[config.mk]
export PLATFORM = sky130hd
export DESIGN_NAME = tile_load_packer
export DESIGN_NICKNAME = d
export VERILOG_FILES = /design/src/rtl/tinyml_pkg.sv /design/src/rtl/tile_assembler.sv /design/src/rtl/tile_load_packer.sv
export SDC_FILE = /design/constraint.sdc
export NUM_CORES = 1
export LEC_CHECK = 0
export ABC_CLOCK_PERIOD_IN_PS = 11140
export CAP_MARGIN = 20
export CORE_ASPECT_RATIO = 1.2
export CORE_MARGIN = 4
export CORE_UTILIZATION = 45
export DETAILED_ROUTE_END_ITERATION = 10
export GPL_TIMING_DRIVEN = 1
export PLACE_DENSITY = 0.63
export SLEW_MARGIN = 20
export SYNTH_ARGS = -nofsm -noshare
export SYNTH_HDL_FRONTEND = slang
export SYNTH_SLANG_ARGS = --single-unit
[constraint.sdc]
create_clock -name clk -period 11.14 [get_ports clk]
set_clock_uncertainty 0.05 [all_clocks]
set_input_delay 1.671 -clock clk [delete_from_list [all_inputs] [get_ports clk]]
set_output_delay 1.671 -clock clk [all_outputs]
set_load 0.05 [all_outputs]
[src/rtl/tinyml_pkg.sv]
// rtl/tinyml_pkg.sv - shared tile geometry and tile_load_packer FSM state type
package tinyml_pkg;

  typedef enum logic [1:0] {
    TLP_IDLE,
    TLP_FILL,
    TLP_LAST_WR,
    TLP_DONE
  } tlp_state_t;

  // The packer and the buffer file both derive their tile geometry from these.
  localparam int TILE_DATA_WIDTH = 8;
  localparam int TILE_ELEMS      = 32;
  localparam int TILE_BITS       = TILE_DATA_WIDTH * TILE_ELEMS;

endpackage

[src/rtl/tile_assembler.sv]
// rtl/tile_assembler.sv - lane-indexed element insert into a tile register with clear
module tile_assembler #(
  parameter  int DATA_WIDTH = 8,
  parameter  int TILE_SIZE  = 32,
  localparam int LANE_W     = $clog2(TILE_SIZE),
  localparam int TILE_WIDTH = DATA_WIDTH * TILE_SIZE
) (
  input  logic                  clk,
  input  logic                  reset_n,
  input  logic                  clear,
  input  logic                  insert,
  input  logic [LANE_W-1:0]     lane,
  input  logic [DATA_WIDTH-1:0] data,
  output logic [TILE_WIDTH-1:0] merged
);

  logic [TILE_WIDTH-1:0] tile_q;

  // Lane 0 occupies the LSBs, matching the buffer file's read unpacking.
  always_comb begin
    merged = tile_q;
    if (insert) begin
      merged[lane*DATA_WIDTH +: DATA_WIDTH] = data;
    end
  end

  always_ff @(posedge clk or negedge reset_n) begin
    if (!reset_n) begin
      tile_q <= '0;
    end else if (clear) begin
      tile_q <= '0;
    end else if (insert) begin
      tile_q <= merged;
    end
  end

endmodule

[src/rtl/tile_load_packer.sv]
// rtl/tile_load_packer.sv - packs a byte stream into tiles for the tile buffer file
// Optional stall counter port enabled by TILE_LOAD_PACKER_PERF_EN.
module tile_load_packer
  import tinyml_pkg::*;
#(
  parameter  int DATA_WIDTH   = TILE_DATA_WIDTH,
  parameter  int TILE_SIZE    = TILE_ELEMS,
  parameter  int TILE_WIDTH   = TILE_BITS,
  parameter  int BUFFER_COUNT = 2,
  parameter  int MAX_LEN      = 1024,
  localparam int LEN_W        = $clog2(MAX_LEN + 1),
  localparam int BUF_W        = (BUFFER_COUNT > 1) ? $clog2(BUFFER_COUNT) : 1,
  localparam int LANE_W       = $clog2(TILE_SIZE)
) (
  input  logic                  clk,
  input  logic                  reset_n,
  input  logic                  start,
  input  logic [BUF_W-1:0]      dest_buffer,
  input  logic [LEN_W-1:0]      length,
  input  logic                  in_valid,
  input  logic [DATA_WIDTH-1:0] in_data,
  output logic                  in_ready,
  output logic                  write_enable,
  output logic [TILE_WIDTH-1:0] write_data,
  output logic [BUF_W-1:0]      write_buffer,
  output logic                  reset_indices_enable,
  output logic [BUF_W-1:0]      reset_indices_buffer,
  output logic                  busy,
  output logic                  done
`ifdef TILE_LOAD_PACKER_PERF_EN
  ,
  output logic [15:0]           stall_cycles
`endif
);

  tlp_state_t state, state_nxt;

  logic                  start_acc, accept, last_elem, tile_done;
  logic [LEN_W-1:0]      len_in, length_q, elem_cnt;
  logic [LANE_W-1:0]     lane_cnt;
  logic [BUF_W-1:0]      buffer_q;
  logic                  first_tile;
  logic [TILE_WIDTH-1:0] merged;

  assign len_in    = (length > LEN_W'(MAX_LEN)) ? LEN_W'(MAX_LEN) : length;
  assign start_acc = (state == TLP_IDLE) && start;
  assign in_ready  = (state == TLP_FILL);
  assign accept    = in_valid && in_ready;
  assign last_elem = (elem_cnt == length_q - LEN_W'(1));
  assign tile_done = accept && ((lane_cnt == LANE_W'(TILE_SIZE - 1)) || last_elem);

  assign busy                 = (state == TLP_FILL) || (state == TLP_LAST_WR);
  assign done                 = (state == TLP_DONE);
  assign write_buffer         = buffer_q;
  assign reset_indices_buffer = buffer_q;
  // The buffer file only honours an index reset alongside a write.
  assign reset_indices_enable = write_enable && first_tile;

  tile_assembler #(
    .DATA_WIDTH (DATA_WIDTH),
    .TILE_SIZE  (TILE_SIZE)
  ) u_assembler (
    .clk     (clk),
    .reset_n (reset_n),
    .clear   (tile_done || start_acc),
    .insert  (accept),
    .lane    (lane_cnt),
    .data    (in_data),
    .merged  (merged)
  );

  always_comb begin
    state_nxt = state;
    case (state)
      TLP_IDLE:    if (start) state_nxt = (len_in == '0) ? TLP_DONE : TLP_FILL;
      TLP_FILL:    if (accept && last_elem) state_nxt = TLP_LAST_WR;
      TLP_LAST_WR: state_nxt = TLP_DONE;
      TLP_DONE:    state_nxt = TLP_IDLE;
      default:     state_nxt = TLP_IDLE;
    endcase
  end

  always_ff @(posedge clk or negedge reset_n) begin
    if (!reset_n) begin
      state        <= TLP_IDLE;
      length_q     <= '0;
      buffer_q     <= '0;
      elem_cnt     <= '0;
      lane_cnt     <= '0;
      first_tile   <= 1'b0;
      write_enable <= 1'b0;
      write_data   <= '0;
    end else begin
      state        <= state_nxt;
      write_enable <= tile_done;
      if (start_acc) begin
        length_q   <= len_in;
        buffer_q   <= dest_buffer;
        elem_cnt   <= '0;
        lane_cnt   <= '0;
        first_tile <= 1'b1;
      end else begin
        if (write_enable) first_tile <= 1'b0;
        if (accept) begin
          elem_cnt <= elem_cnt + LEN_W'(1);
          lane_cnt <= tile_done ? '0 : lane_cnt + LANE_W'(1);
        end
      end
      if (tile_done) write_data <= merged;
    end
  end

`ifdef TILE_LOAD_PACKER_PERF_EN
  always_ff @(posedge clk or negedge reset_n) begin
    if (!reset_n) begin
      stall_cycles <= '0;
    end else if (start_acc) begin
      stall_cycles <= '0;
    end else if ((state == TLP_FILL) && !in_valid && (stall_cycles != 16'hFFFF)) begin
      stall_cycles <= stall_cycles + 16'd1;
    end
  end
`endif

endmodule

After elaboration in Yosys (flattened, before gate mapping):

Cells that the tools add are included.

* bits in registers: 544
* bits of input ports: 24
* output and inout port bits: 263
* logic and storage cells: 53

* add/sub/neg operators: 4
* $lt $le $gt $ge: 1
* eq/ne operators: 7
* shift operators: 2
* muxes and demuxes: 16
* reductions and logical operators: 14

Operator list (count)
* $mux 256: 3
* $bwmux 256: 1
* $shift 8x34->256 const A: 1
* $shiftx 8x34->256: 1
* $neg 8->34: 1
* $mux 11: 3
* $mux 5: 3
* $add 11x1->11 const B: 1
* $eq 11x11->1: 1
* $gt 11x11->1 const B: 1
* $logic_not 11->1: 1
* $sub 11x1->11 const B: 1
* $pmux 2 s4: 1
* $mux 2: 3
* $reduce_bool 2->1: 3
* $add 5x1->5 const B: 1
* $eq 5x5->1 const B: 1
* $logic_and 1x1->1: 5
* $eq 2x2->1 const B: 2
* $logic_or 1x1->1: 3
* $eq 2x1->1 const B: 1
* $logic_not 2->1: 1
* $mux 1: 2
* $ne 2x1->1 const B: 1
* other kinds (2): 2

Depth between registers and ports, before layout:

Gate-level depths: netlist of the first run.

* depth in word-level cells: 7
* depth in mapped cells: 15
* mapped depth without buffers: 11

By module:

A second synthesis of the first run with hierarchy kept.

* cell total of the unflattened synthesis: 2215
* area, all modules: 27279.9 sq um

By module, submodules not included
* tile_assembler: instances 1, cells an instance 1463, area an instance 15800.2 sq um, sequential area each 6406.1 sq um
* tile_load_packer: instances 1, cells an instance 752, area an instance 11479.8 sq um, sequential area each 7206.9 sq um

Least setup slack after synthesis of the first run:

No wires, ideal clock.

* kind: reg-to-reg
* start: register lane_cnt[0]
* end: register u_assembler.tile_q[80]
* setup time: 0.118 ns
* arrival time: 3.525 ns
* required time: 10.972 ns
* slack: 7.447 ns
* cell stages (with the launch flop): 14
* buffers on the path: 3
* path through: dfrtp_1 clkbuf_1 inv_1 ha_1 nor3b_1 ha_1 clkbuf_1 or3b_2 clkbuf_1 nor3_1 nand3_1 a31oi_1 o2bb2ai_1 a21o_1

* longest elaborated chain between the ends: 6
* elaborated cells on any way between the ends: 12
* those cells by class: add/sub: 1; eq/ne: 1; shift: 2; mux: 4; reduce/logical: 4

Ends and longest elaborated chain
* start: declaration: RTL line tile_load_packer.sv:40 `logic [LANE_W-1:0] lane_cnt;`
* start signal: assignment: RTL line tile_load_packer.sv:106 `lane_cnt <= tile_done ? '0 : lane_cnt + LANE_W'(1);`
* $neg 8->34: RTL line tile_assembler.sv:23 `merged[lane*DATA_WIDTH +: DATA_WIDTH] = data;`
* $shiftx 8x34->256 / $shift 8x34->256 (equally long branches): RTL line tile_assembler.sv:23
* $bwmux 256: RTL line tile_assembler.sv:23
* $mux 256: RTL line tile_assembler.sv:22 `if (insert) begin`
* $mux 256: RTL line tile_assembler.sv:32 `end else if (insert) begin`
* $mux 256: RTL line tile_assembler.sv:30 `end else if (clear) begin`
* end signal: assignment: RTL line tile_assembler.sv:33 `tile_q <= merged;`
* end: declaration: RTL line tile_assembler.sv:17 `logic [TILE_WIDTH-1:0] tile_q;`

Several ways; a longest one is shown, not always the timed one. The select of a mux whose other input is x is not followed.
A chain may end at the register's enable or synchronous reset.

Worst setup path in the final report of the first run:

* start: input start
* end: register u_assembler.tile_q[20]

* longest elaborated chain between the ends: 3
* elaborated cells on any way between the ends: 4
* those cells by class: mux: 1; reduce/logical: 3

Ends and longest elaborated chain
* start: declaration: RTL line tile_load_packer.sv:17 `input logic start,`
* $logic_and 1x1->1 (*): RTL line tile_load_packer.sv:46 `assign start_acc = (state == TLP_IDLE) && start;`
* $logic_or 1x1->1 (*): RTL line tile_load_packer.sv:65 `.clear (tile_done || start_acc),`
* $mux 256 / $reduce_bool 2->1 (equally long branches)

Every way passes the cells marked *; elsewhere a longest branch is shown, timed or not.

==> tab_implementation.tex, run 1 <==
\begin{tabular}{lr}
\hline
Metric & Value \\
\hline
\multicolumn{2}{l}{\textbf{Status}} \\
Status & finished, final reports clean \\
\multicolumn{2}{l}{\textbf{Power}} \\
Leakage power of the design & 13.3 nW \\
Psw & approximately 3.4 mW \\
Clock share of power & between 20\% and 30\% \\
Switching share of power & approximately 43\% \\
Sequential share of power & around a third \\
Combinational share of power & between 40\% and 50\% \\
Power Dens Cells & between 200 and 300 mW/mm\^{}2 \\
Maximum VDD drop & $\sim$160 uV \\
Int Pwr & $\sim$4.5 mW \\
\multicolumn{2}{l}{\textbf{Detailed routing}} \\
Final antenna-violating net count & 0 \\
Wire per inst & about 21 um \\
Via count of the routed design & approximately 22000 \\
Starting DRC count in detailed routing & 2148 \\
Post-detailed-routing wire length & 80.0 mm \\
Vias/cell & around 5.8 \\
Highest signal layer in the routed design & met4 \\
Detailed-router iteration count before antenna repair & 6 \\
Wire length on met2 & 38.1 mm \\
Metal3 WL & $\sim$5.3 mm \\
Post-route DRC violation count & 0 \\
Wire length on met1 & about 34 mm \\
\multicolumn{2}{l}{\textbf{CTS}} \\
Maximum level of the CTS H-tree & 2 \\
Buffers inserted by post-CTS timing repair & 0 \\
CTS Buf Count & 55 \\
Number of hold buffers added after cts & 0 \\
TritonCTS clock tree & yes \\
Later-pin clock latency in the skew report & approximately 0.61 ns \\
CTS clock-pin slew for the worst setup and hold paths & roughly 0.06 ns \\
Longest Clk Path Bufs & 3 \\
Number of gates resized after CTS & 0 \\
Clk Tree Root Cell & sky130\_fd\_sc\_hd\_\_clkbuf\_16 \\
CTS Sinks & 544 \\
\multicolumn{2}{l}{\textbf{Worst hold path}} \\
Capture endpoint of the worst hold path & write\_data[5]\$\_DFFE\_PN0P\_ \\
Class of the most critical hold timing path & reg -> reg \\
HP Start & write\_data[5]\$\_DFFE\_PN0P\_ \\
Number of stages on the worst hold path & 2 \\
\multicolumn{2}{l}{\textbf{Worst setup path}} \\
Logic depth of the worst path, buffers included & 8 \\
CP max-delay cell & sky130\_fd\_sc\_hd\_\_o31a\_2 \\
Cells traversed along the worst timing path & clkdlybuf4s50\_1 > nand2\_1 > nand2b\_1 > nor2\_1 > o31a\_2 > buf\_4 > nand3\_1 > o2bb2ai\_1 \\
Path type of the worst setup path & in -> reg \\
Reg2Reg Capture Point & u\_assembler.tile\_q[81]\$\_DFFE\_PN0P\_ \\
Crit path arrival time & roughly 5.5 ns \\
Kind of start point of the critical path & input pin \\
Crit-path max cell delay & roughly 0.83 ns \\
Worst Path Required & between 10 and 15 ns \\
Count of buffering cells on the critical path with inverters included & 2 \\
Setup slack, reg-to-reg & between 6 and 7 ns \\
Origin of the critical flop-to-flop path & lane\_cnt[0]\$\_DFFE\_PN0P\_ \\
Highest fanout seen on the critical path & 45 \\
Delay-heaviest family, CP & simple AND/OR/NAND/NOR gates \\
Type of destination of the critical path & flop \\
Worst reg2reg path depth & 10 \\
\multicolumn{2}{l}{\textbf{Synth}} \\
Cell Area, Synth & between 0.02 and 0.03 sq mm \\
Sequential share of the synthesized area & between 50\% and 60\% \\
Number of enable flip-flop cells after synthesis & 0 \\
Asr flop ratio synth & 100\% \\
Mapped Nets & between 2000 and 3000 \\
Yosys reg bits & between 500 and 600 \\
Cells after synthesis & between 2000 and 3000 \\
Warnings, synthesis & 0 \\
Unique masters post-synth & 56 \\
Avg Synthesized Cell Area & between 8 and 9 sq um \\
Top\_reg\_cell synth & sky130\_fd\_sc\_hd\_\_dfrtp\_1 \\
\multicolumn{2}{l}{\textbf{Global routing}} \\
Number of antenna violations at the first check in global routing & 1 \\
Largest net degree at the start of global routing & around 240 \\
Vias in the first global route & 21500 \\
Overall fraction of global-route tracks in use & 26.0\% \\
Wire length of the first global-routing pass & between 100 and 150 mm \\
Total congestion overflow after global routing & 0 \\
\multicolumn{2}{l}{\textbf{Die}} \\
Core region area & around 0.056 sq mm \\
Std cell rows & 95 \\
DIE WIDTH & about 230 um \\
Initial cell density of the core & 45.5\% \\
Floorplan die height & roughly 270 um \\
I/O pin count & around 290 \\
Die Footprint & a little over 0.06 sq mm \\
\multicolumn{2}{l}{\textbf{Placed design}} \\
Half-perimeter wire length of the detailed placement result & 54.0 mm \\
Number of buffers added on ports & approximately 290 \\
Cell area after placement & approximately 0.029 sq mm \\
Final estimated routing congestion in global placement & 0.872 \\
\multicolumn{2}{l}{\textbf{Cells and area}} \\
Final-layout fill cell count & 5188 \\
Final design area excluding fillers & 0.0304 sq mm \\
Share of cells above drive strength 1 & under 10\% \\
Most frequent cells in the layout & 544 x sky130\_fd\_sc\_hd\_\_dfrtp\_1, 518 x sky130\_fd\_sc\_hd\_\_nand2\_1, 285 x sky130\_fd\_sc\_hd\_\_clkdlybuf4s50\_1 \\
Sequential standard cell area & between 0.01 and 0.015 sq mm \\
Leading cell type in the layout, fill and taps excluded & sky130\_fd\_sc\_hd\_\_dfrtp\_1 \\
Number of nets at the end of the flow & around 3100 \\
Synth-to-Final Area Change & 19.1\% \\
Area of the multi-input gates & roughly 0.011 sq mm \\
\multicolumn{2}{l}{\textbf{Timing}} \\
Worst max-slew margin expressed relative to the limit & between 20\% and 30\% \\
Min cycle time layout & around 5.0 ns \\
Max-slew violation total from the final report & 0 \\
Number of failing setup endpoints in the final timing report & 0 \\
Fmax achieved & roughly 200 MHz \\
Share of the clock period used by the worst path & between 40 and 50\% \\
Sum Neg Setup Slack & 0 ns \\
RSZ-0062 raised after global routing & no \\
Final Hold Fails & 0 \\
Slew @ Worst Pin & $\sim$1.1 ns \\
\multicolumn{2}{l}{\textbf{Job}} \\
Maximum Capacitance Violations & 0 \\
\hline
\end{tabular}
==> logic make-up after synthesis <==
| group | after synthesis | synth area share (%) |
|---|---|---|
| and+or+nand+nor | 1151 | 19.7 |
| AOI/OAI and AO/OA | 874 | 20.5 |
| DFF | 544 | 53.3 |
| buffers and inverters | 251 | 4.58 |
| xor gates and xnor gates | 23 | 0.789 |
| muxes | 12 | 0.627 |
| adders and majority gates | 11 | 0.539 |
==> power groups by stage <==
stage	combinational, mW	clock (mW)	sequential [mW]
after floorplan	1.59	0	3.28
after global placement	3.20	0	2.73
after detailed placement	3.28	0	2.75
after CTS	3.29	1.86	2.72
after global routing	3.57	1.94	2.78
final	3.31	1.82	2.73
==> registers in the layout (all words and copies together) (netlist names) <==
| name | cells |
|---|---|
| elem_cnt | 11 |
| first_tile | 1 |
| lane_cnt | 5 |
| length_q | 11 |
| reset_indices_buffer | 1 |
| state | 2 |
| u_assembler.tile_q | 256 |
| write_data | 256 |
| write_enable | 1 |
==> metal layers <==
| metal | vias to the layer above | GRT usage [%] |
|---|---|---|
| met3 | 186 | 4.30 |
| met4 | 0 | 9.09 |
| met5 | - | 0 |
| met1 | 10800 | 35.4 |
| li1 | 10400 | - |
| met2 | 806 | 42.5 |
==> worst max-delay path by stage <==
stage / slack [ns] / to / start
finish: 6.13 / u_assembler.tile_q[20]$_DFFE_PN0P_ / start
CTS: 6.16 / u_assembler.tile_q[20]$_DFFE_PN0P_ / start
global placement: 5.69 / u_assembler.tile_q[18]$_DFFE_PN0P_ / start
detailed placement: 5.53 / u_assembler.tile_q[20]$_DFFE_PN0P_ / start
global route: 5.95 / u_assembler.tile_q[20]$_DFFE_PN0P_ / start
floorplan: 7.45 / u_assembler.tile_q[80]$_DFFE_PN0P_ / lane_cnt[0]$_DFFE_PN0P_
==> worst min-delay path, stage by stage (launching register included) <==
cell,delay (ns)
sky130_fd_sc_hd__dfrtp_1,0.34
sky130_fd_sc_hd__nand2_1,0.05
sky130_fd_sc_hd__o21ai_0,0.06
==> cells in the mapped netlist (all sizes together), types with 3 or more instances <==
master	number	area share [%]
inv	37	0.54
or3	14	0.34
o31ai	14	0.47
clkbuf	148	2.2
a22oi	26	0.76
a21o	27	0.79
a31oi	3	0.074
nand2	525	7.8
xnor2	9	0.31
nor2b	4	0.098
a21oi	259	5.1
o2bb2ai	72	2.5
nand4	63	1.5
nand3b	9	0.26
and2	9	0.22
o31a	4	0.14
a31o	13	0.45
nor3	37	0.73
and3	9	0.22
o211ai	114	3.4
o21ai	328	6.4
nand2b	7	0.18
dfrtp	544	53
nor2	256	3.8
nor4	7	0.17
mux2i	4	0.16
nand3	191	3.8
ha	11	0.54
or2	10	0.24
a211o	3	0.10
buf	66	1.8
mux2	8	0.47
a22o	3	0.10
xor2	14	0.48
==> stage by stage <==
stage	power [mW]	setup slack [ns]	hold slack, ns	utilization [%]	instances
finish	7.86	6.13	0.425	54.2	3794
global route	8.29	5.95	0.452	54.2	3793
CTS	7.87	6.16	0.433	54.1	3791
detailed placement	6.04	5.53	0.419	51.0	3694
global placement	5.93	5.69	0.412	50.9	3694
floorplan	4.87	7.45	0.406	-	2866
==> layout make-up <==
cell class / instances / share of cell area (%)
clock buffers: 76 / 5.32
diodes: 1 / 0.00823
repair buffers: 317 / 10.4
flip-flops and latches: 544 / 44.8
multi-input cells: 2071 / 35.6
inverters: 37 / 0.457
well taps: 727 / 2.99
clock inverters: 21 / 0.465
No activity file was read; power rests on OpenSTA's default activity.
==> run 2: changes to the inputs <==
--- a/config.mk
+++ b/config.mk
@@ -5,7 +5,7 @@
 export SDC_FILE = /design/constraint.sdc
 export NUM_CORES = 1
 export LEC_CHECK = 0
-export ABC_CLOCK_PERIOD_IN_PS = 11140
+export ABC_CLOCK_PERIOD_IN_PS = 4650
 export CAP_MARGIN = 20
 export CORE_ASPECT_RATIO = 1.2
 export CORE_MARGIN = 4
==> constraint.sdc (replaced) <==
create_clock -name clk -period 4.65 [get_ports clk]
set_clock_uncertainty 0.05 [all_clocks]
set_input_delay 0.6975 -clock clk [delete_from_list [all_inputs] [get_ports clk]]
set_output_delay 0.6975 -clock clk [all_outputs]
set_load 0.05 [all_outputs]
==> run 2 against run 1 <==
  * Total power grew 150%
  * Critical path depth grew 2
  * Critical path type is now reg -> reg
  * Critical endpoint is now u_assembler.tile_q[87]$_DFFE_PN0P_
  * Largest power group unchanged
  * Global-route usage shrank 0.070 points
  * Utilization is 0.85 points higher
==> tab_implementation.tex, run 2 (synthesized netlist as in run 1, its figures left out) <==
\begin{tabular}{lr}
\hline
Metric & Value \\
\hline
\multicolumn{2}{l}{\textbf{Cells and area}} \\
Largest registers & u\_assembler.tile\_q x256, write\_data x256 \\
Number of nets at the end of the flow & 3093 (+1.0\%) \\
Synth-to-Final Area Change & 20.9\% \\
Share of cells above drive strength 1 & 6.77\% (+1.0 points) \\
Sequential standard cell area & 0.0136 sq mm (unchanged) \\
Final-layout fill cell count & 5013 (-3.4\%) \\
Area of the multi-input gates & 0.0108 sq mm (about the same) \\
Diode insertion count for antenna repair & 0 (-1) \\
Most frequent cells in the layout & 544 x sky130\_fd\_sc\_hd\_\_dfrtp\_1, 517 x sky130\_fd\_sc\_hd\_\_nand2\_1, 285 x sky130\_fd\_sc\_hd\_\_clkdlybuf4s50\_1 \\
Final design utilization & 55.0\% (+0.85 points) \\
Final design area excluding fillers & 0.0309 sq mm (+1.6\%) \\
Leading cell type in the layout, fill and taps excluded & sky130\_fd\_sc\_hd\_\_dfrtp\_1 \\
\multicolumn{2}{l}{\textbf{Worst setup path}} \\
Path type of the worst setup path & reg -> reg \\
Crit-path max cell delay & 0.72 ns (-0.11 ns) \\
Worst Path Required & 5.09 ns (-6.51 ns) \\
Cells traversed along the worst timing path & inv\_1 > ha\_1 > nor3b\_1 > ha\_1 > or3b\_2 > nor3\_1 > nand3\_1 > a31oi\_1 > o2bb2ai\_1 > a21o\_1 \\
CP max-delay cell & sky130\_fd\_sc\_hd\_\_a31oi\_1 \\
Crit path arrival time & 4.45 ns (-1.02 ns) \\
Kind of start point of the critical path & flop \\
Type of destination of the critical path & flop \\
Highest fanout seen on the critical path & 14 (-69\%) \\
Most prevalent standard cell on the critical path & sky130\_fd\_sc\_hd\_\_ha\_1 \\
\multicolumn{2}{l}{\textbf{Placed design}} \\
Cell area after placement & 0.0289 sq mm (+1.1\%) \\
Number of buffers added on ports & 286 (unchanged) \\
Setup slack at placement & 0.735 ns (-4.80 ns) \\
Final estimated routing congestion in global placement & 0.895 (+2.7\%) \\
Half-perimeter wire length of the detailed placement result & 54.9 mm (+1.7\%) \\
\multicolumn{2}{l}{\textbf{Power}} \\
Power Dens Cells & 627 mW/mm\^{}2 (+140\%) \\
Maximum VDD drop & 369 uV (+130\%) \\
Leakage power of the design & 13.5 nW (+1.8\%) \\
Total power & 19.4 mW (+150\%) \\
\multicolumn{2}{l}{\textbf{Worst hold path}} \\
Class of the most critical hold timing path & in -> async \\
\multicolumn{2}{l}{\textbf{CTS}} \\
CTS Buf Count & 55 (unchanged) \\
Maximum level of the CTS H-tree & 2 (unchanged) \\
Number of hold buffers added after cts & 0 (unchanged) \\
Later-pin clock latency in the skew report & 0.61 ns (about the same) \\
CTS Sinks & 544 (unchanged) \\
Number of gates resized after CTS & 0 (unchanged) \\
Buffers inserted by post-CTS timing repair & 0 (unchanged) \\
Clk Tree Root Cell & sky130\_fd\_sc\_hd\_\_clkbuf\_16 \\
Longest Clk Path Bufs & 3 (unchanged) \\
CTS clock-pin slew for the worst setup and hold paths & 0.06 ns (about the same) \\
TritonCTS clock tree & yes \\
\multicolumn{2}{l}{\textbf{Timing}} \\
Slew @ Worst Pin & 1.07 ns (-0.0714 ns) \\
Final WS setup & 0.643 ns (-5.49 ns) \\
RSZ-0062 raised after global routing & no \\
Worst max-slew margin expressed relative to the limit & 28.2\% (+4.8 points) \\
Fmax achieved & approximately 250 MHz \\
Sum Neg Setup Slack & 0 ns (unchanged) \\
Number of failing setup endpoints in the final timing report & 0 (unchanged) \\
Min cycle time layout & 4.01 ns \\
Final Hold Fails & 0 (unchanged) \\
Share of the clock period used by the worst path & a little under nine tenths \\
Max-slew violation total from the final report & 0 (unchanged) \\
\multicolumn{2}{l}{\textbf{Status}} \\
Status & finished, final reports clean \\
\multicolumn{2}{l}{\textbf{Global routing}} \\
Overall fraction of global-route tracks in use & 25.9\% (-0.070 points) \\
Number of antenna violations at the first check in global routing & 0 (-1) \\
Largest net degree at the start of global routing & 169 (-29\%) \\
Total congestion overflow after global routing & 0 (unchanged) \\
Vias in the first global route & 21300 (-0.77\%) \\
Wire length of the first global-routing pass & 125 mm (about the same) \\
\multicolumn{2}{l}{\textbf{Detailed routing}} \\
Post-route DRC violation count & 0 (unchanged) \\
Post-detailed-routing wire length & 80.7 mm (+0.82\%) \\
Wire per inst & 21.1 um (-0.10\%) \\
Starting DRC count in detailed routing & 2354 (+9.6\%) \\
Final antenna-violating net count & 0 (unchanged) \\
Via count of the routed design & 22300 (+0.80\%) \\
Detailed-router iteration count before antenna repair & 6 (unchanged) \\
Vias/cell & 5.84 (-0.12\%) \\
\multicolumn{2}{l}{\textbf{Die}} \\
Core region area & 0.0561 sq mm (unchanged) \\
Std cell rows & 95 (unchanged) \\
DIE WIDTH & 225 um (unchanged) \\
Floorplan die height & 269 um (unchanged) \\
Die Footprint & 0.0606 sq mm (unchanged) \\
I/O pin count & 287 (unchanged) \\
Initial cell density of the core & 45.5\% (unchanged) \\
\multicolumn{2}{l}{\textbf{Job}} \\
Maximum Capacitance Violations & 0 (unchanged) \\
\hline
\end{tabular}
==> run 2: cell types whose count changed in the layout (fill, tap and decap cells not counted), sizes merged <==
cell,before,now
buf,32,64
bufinv,1,9
clkinv,17,11
clkbuf,76,78
clkinvlp,2,3
diode,1,0
inv,38,37
==> run 2: layout make-up <==
| cell class | instances | area share [%] |
|---|---|---|
| sequential | 544 | 44.1 |
| timing repair buffer | 349 | 11.2 |
| clock buffer | 78 | 5.23 |
| clock inverter | 23 | 1.14 |
| inverter | 37 | 0.450 |
| tap | 727 | 2.95 |
| multi-input combinational | 2071 | 35.0 |
==> run 2: stage by stage <==
stage / hold slack, ns / std cells
after floorplan: 0.352 / 2866
after global placement: 0.411 / 3727
after detailed placement: 0.420 / 3727
after CTS: 0.159 / 3828
after global routing: 0.185 / 3829
final: 0.115 / 3829
==> run 2: final timing paths <==
| kind | start | depth (start not counted) | end | slack, ns |
|---|---|---|---|---|
| max | lane_cnt[0]$_DFFE_PN0P_ | 10 | u_assembler.tile_q[87]$_DFFE_PN0P_ | 0.64 |
| min | reset_n | 1 | write_data[37]$_DFFE_PN0P_ | 0.12 |
| max reg2reg | lane_cnt[0]$_DFFE_PN0P_ | 10 | u_assembler.tile_q[87]$_DFFE_PN0P_ | 0.64 |
| min reg2reg | write_data[206]$_DFFE_PN0P_ | 2 | write_data[206]$_DFFE_PN0P_ | 0.43 |
| max in group asynchronous | reset_n | 2 | u_assembler.tile_q[49]$_DFFE_PN0P_ | 3.25 |
| min in group clk | write_data[206]$_DFFE_PN0P_ | 2 | write_data[206]$_DFFE_PN0P_ | 0.43 |
==> run 2: critical path, delay by kind of cell (launching register included) <==
kind | cells | cell delay, ns
buf+inv | 1 | 0.16
compound gates | 3 | 1.10
fa+ha+maj | 2 | 0.64
flops | 1 | 0.56
simple gates | 4 | 1.38
==> run 2: per-layer routing <==
layer,GRT usage [%],wire (um),vias up
met5,0,0,-
met4,8.03,2800,0
met3,4.76,5720,166
met2,42.8,38500,816
met1,35.1,33600,10900
li1,-,-,10500
==> run 2: where the power goes <==
part / internal, mW / switching, mW / leakage (nW)
combinational: 2.53 / 5.48 / 5.90
sequential: 5.74 / 0.805 / 6.67
clock: 2.91 / 1.92 / 0.964
total: 11.2 / 8.21 / 13.5
==> run 3: changes to the inputs <==
--- a/config.mk
+++ b/config.mk
@@ -5,14 +5,13 @@
 export SDC_FILE = /design/constraint.sdc
 export NUM_CORES = 1
 export LEC_CHECK = 0
-export ABC_CLOCK_PERIOD_IN_PS = 4650
-export CAP_MARGIN = 20
+export ABC_CLOCK_PERIOD_IN_PS = 3600
 export CORE_ASPECT_RATIO = 1.2
 export CORE_MARGIN = 4
 export CORE_UTILIZATION = 45
 export DETAILED_ROUTE_END_ITERATION = 10
 export GPL_TIMING_DRIVEN = 1
-export PLACE_DENSITY = 0.63
+export PLACE_DENSITY = 0.66
 export SLEW_MARGIN = 20
 export SYNTH_ARGS = -nofsm -noshare
 export SYNTH_HDL_FRONTEND = slang
==> constraint.sdc (replaced) <==
create_clock -name clk -period 3.6 [get_ports clk]
set_clock_uncertainty 0.05 [all_clocks]
set_input_delay 0.54 -clock clk [delete_from_list [all_inputs] [get_ports clk]]
set_output_delay 0.54 -clock clk [all_outputs]
set_load 0.05 [all_outputs]
==> run 3 against run 2 <==
  * Register-to-register slack worse by 0.52 ns
  * Utilization up 1.2 points
  * Die area unchanged
  * Sequential power up 29%
  * Largest power group unchanged
  * Via count up 1.5%
  * Sequential cell count unchanged
  * Clock-buffer cell count down 4
  * First-iteration DRC count down 16%
  * Clock power up 31%
  * Largest cell class unchanged
  * Total power up 31%
  * Critical path type unchanged
  * Hold slack better by 0.30 ns
==> tab_implementation.tex, run 3 (synthesized netlist as in run 1, its figures left out) <==
\begin{tabular}{lr}
\hline
Metric & Value \\
\hline
\multicolumn{2}{l}{\textbf{Status}} \\
Status & finished, final reports clean \\
\multicolumn{2}{l}{\textbf{Timing}} \\
Worst hold slack after final layout & 0.413 ns (+0.298 ns) \\
Min cycle time layout & 3.48 ns (-0.527 ns) \\
Max-slew violation total from the final report & 0 (unchanged) \\
Worst max-slew margin expressed relative to the limit & 27.5\% (-0.72 points) \\
Number of failing setup endpoints in the final timing report & 0 (unchanged) \\
Final WS setup & 0.120 ns (-0.523 ns) \\
Final Hold Fails & 0 (unchanged) \\
Slew @ Worst Pin & 1.08 ns (+0.0107 ns) \\
Share of the clock period used by the worst path & 96.7\% (+10 points) \\
Fmax achieved & 287 MHz (+15\%) \\
RSZ-0062 raised after global routing & no \\
Sum Neg Setup Slack & 0 ns (unchanged) \\
\multicolumn{2}{l}{\textbf{Cells and area}} \\
Most frequent cells in the layout & 544 x sky130\_fd\_sc\_hd\_\_dfrtp\_1, 517 x sky130\_fd\_sc\_hd\_\_nand2\_1, 285 x sky130\_fd\_sc\_hd\_\_clkdlybuf4s50\_1 \\
Leading cell type in the layout, fill and taps excluded & sky130\_fd\_sc\_hd\_\_dfrtp\_1 \\
Diode insertion count for antenna repair & 0 (unchanged) \\
Final design area excluding fillers & 0.0316 sq mm (+2.2\%) \\
Largest registers & u\_assembler.tile\_q x256, write\_data x256 \\
Synth-to-Final Area Change & 23.6\% \\
Number of nets at the end of the flow & 3148 (+1.8\%) \\
Final design utilization & 56.2\% (+1.2 points) \\
Final std cells w/o fill & 3885 (+1.5\%) \\
Share of cells above drive strength 1 & 8.83\% (+2.1 points) \\
\multicolumn{2}{l}{\textbf{Power}} \\
Total power & 25.5 mW (+31\%) \\
Power Dens Cells & 807 mW/mm\^{}2 (+29\%) \\
Maximum VDD drop & 448 uV (+21\%) \\
Leakage power of the design & 13.9 nW (+2.5\%) \\
\multicolumn{2}{l}{\textbf{CTS}} \\
CTS Sinks & 544 (unchanged) \\
CTS clock-pin slew for the worst setup and hold paths & 0.06 ns (about the same) \\
CTS Buf Count & 54 (-1.8\%) \\
Longest Clk Path Bufs & 3 (unchanged) \\
Maximum level of the CTS H-tree & 2 (unchanged) \\
TritonCTS clock tree & yes \\
Buffers inserted by post-CTS timing repair & 0 (unchanged) \\
Later-pin clock latency in the skew report & 0.61 ns (about the same) \\
Clk Tree Root Cell & sky130\_fd\_sc\_hd\_\_clkbuf\_16 \\
\multicolumn{2}{l}{\textbf{Die}} \\
Die Footprint & 0.0606 sq mm (unchanged) \\
Floorplan die height & 269 um (unchanged) \\
Initial cell density of the core & 45.5\% (unchanged) \\
Std cell rows & 95 (unchanged) \\
Core region area & 0.0561 sq mm (unchanged) \\
I/O pin count & 287 (unchanged) \\
DIE WIDTH & 225 um (unchanged) \\
\multicolumn{2}{l}{\textbf{Global routing}} \\
Wire length of the first global-routing pass & 127 mm (+1.7\%) \\
Overall fraction of global-route tracks in use & 26.4\% (+0.46 points) \\
Largest net degree at the start of global routing & 139 (-18\%) \\
Total congestion overflow after global routing & 0 (unchanged) \\
Vias in the first global route & 22000 (+3.3\%) \\
Number of antenna violations at the first check in global routing & 0 (unchanged) \\
\multicolumn{2}{l}{\textbf{Placed design}} \\
Setup slack at placement & 0.159 ns (-0.575 ns) \\
Half-perimeter wire length of the detailed placement result & 57.1 mm (+4.0\%) \\
Number of buffers added on ports & 286 (unchanged) \\
Final estimated routing congestion in global placement & 0.906 (+1.2\%) \\
Cell area after placement & 0.0295 sq mm (+2.0\%) \\
Total instance count after detailed placement & 3783 (+1.5\%) \\
\multicolumn{2}{l}{\textbf{Detailed routing}} \\
Vias/cell & 5.84 (about the same) \\
Post-detailed-routing wire length & 81.6 mm (+1.1\%) \\
Via count of the routed design & 22700 (+1.5\%) \\
Post-route DRC violation count & 0 (unchanged) \\
Starting DRC count in detailed routing & 1968 (-16\%) \\
Final antenna-violating net count & 0 (unchanged) \\
Wire per inst & 21.0 um (-0.35\%) \\
Detailed-router iteration count before antenna repair & 7 (+1) \\
\multicolumn{2}{l}{\textbf{Worst setup path}} \\
Worst Path Required & 4.02 ns (-1.07 ns) \\
Crit path arrival time & 3.90 ns (-0.55 ns) \\
Worst reg2reg path depth & 10 (unchanged) \\
Highest fanout seen on the critical path & 58 (+44) \\
Path type of the worst setup path & reg -> reg \\
Type of destination of the critical path & flop \\
Kind of start point of the critical path & flop \\
\multicolumn{2}{l}{\textbf{Worst hold path}} \\
Number of stages on the worst hold path & 3 \\
Class of the most critical hold timing path & in -> reg \\
\multicolumn{2}{l}{\textbf{Job}} \\
Maximum Capacitance Violations & 0 (unchanged) \\
\hline
\end{tabular}
[run 3: report_power, final]
part           switching (mW)  internal [mW]  total [mW]  leakage [nW]
sequential               1.05           7.41        8.45          6.67
clock                    2.49           3.85        6.34         0.983
combinational            7.18           3.48        10.7          6.22
total                    10.7           14.7        25.5          13.9
[run 3: timing repair]
item                       4_1_cts  5_1_grt
setup endpoints to repair        0       39
hold endpoints to repair        72        0
gates resized for setup          0        7
hold buffers                     1        0
[run 3: final cells by class]
| cell class | instances | area (sq um) |
|---|---|---|
| Tap cell | 727 | 910 |
| Multi-Input combinational cell | 2071 | 10900 |
| Clock inverter | 27 | 412 |
| Inverter | 37 | 139 |
| Sequential cell | 544 | 13600 |
| Fill cell | 4965 | 24500 |
| Timing Repair Buffer | 405 | 4010 |
| Clock buffer | 74 | 1610 |
[run 3: worst paths after layout]
kind	startpoint	endpoint	slack (ns)
max	length_q[0]$_DFFE_PN0P_	u_assembler.tile_q[118]$_DFFE_PN0P_	0.12
min	dest_buffer	reset_indices_buffer$_DFFE_PN0P_	0.41
max reg2reg	length_q[0]$_DFFE_PN0P_	u_assembler.tile_q[118]$_DFFE_PN0P_	0.12
min reg2reg	write_data[243]$_DFFE_PN0P_	write_data[243]$_DFFE_PN0P_	0.43
max in group asynchronous	reset_n	lane_cnt[4]$_DFFE_PN0P_	2.05
min in group asynchronous	reset_n	state[1]$_DFFE_PN0P_	0.51
[run 3: metal layers]
metal	vias to the layer above	global-route usage [%]	share of wire (%)	routed length [um]
met4	0	9.84	3.9	3220
met3	171	4.15	5.9	4800
met1	11200	35.1	42	33900
li1	10600	-	-	-
met2	806	44.0	49	39700
met5	-	0	0	0
[run 3: worst max-delay path: stages (launching register included)]
cell,delay [ns]
sky130_fd_sc_hd__dfrtp_1,0.41
sky130_fd_sc_hd__inv_1,0.10
sky130_fd_sc_hd__ha_1,0.16
sky130_fd_sc_hd__or4b_1,0.50
sky130_fd_sc_hd__or4_1,0.49
sky130_fd_sc_hd__o211a_1,0.24
sky130_fd_sc_hd__o21a_1,0.23
sky130_fd_sc_hd__o31a_2,0.44
sky130_fd_sc_hd__buf_12,0.23
sky130_fd_sc_hd__nand2_1,0.29
sky130_fd_sc_hd__o211ai_1,0.17
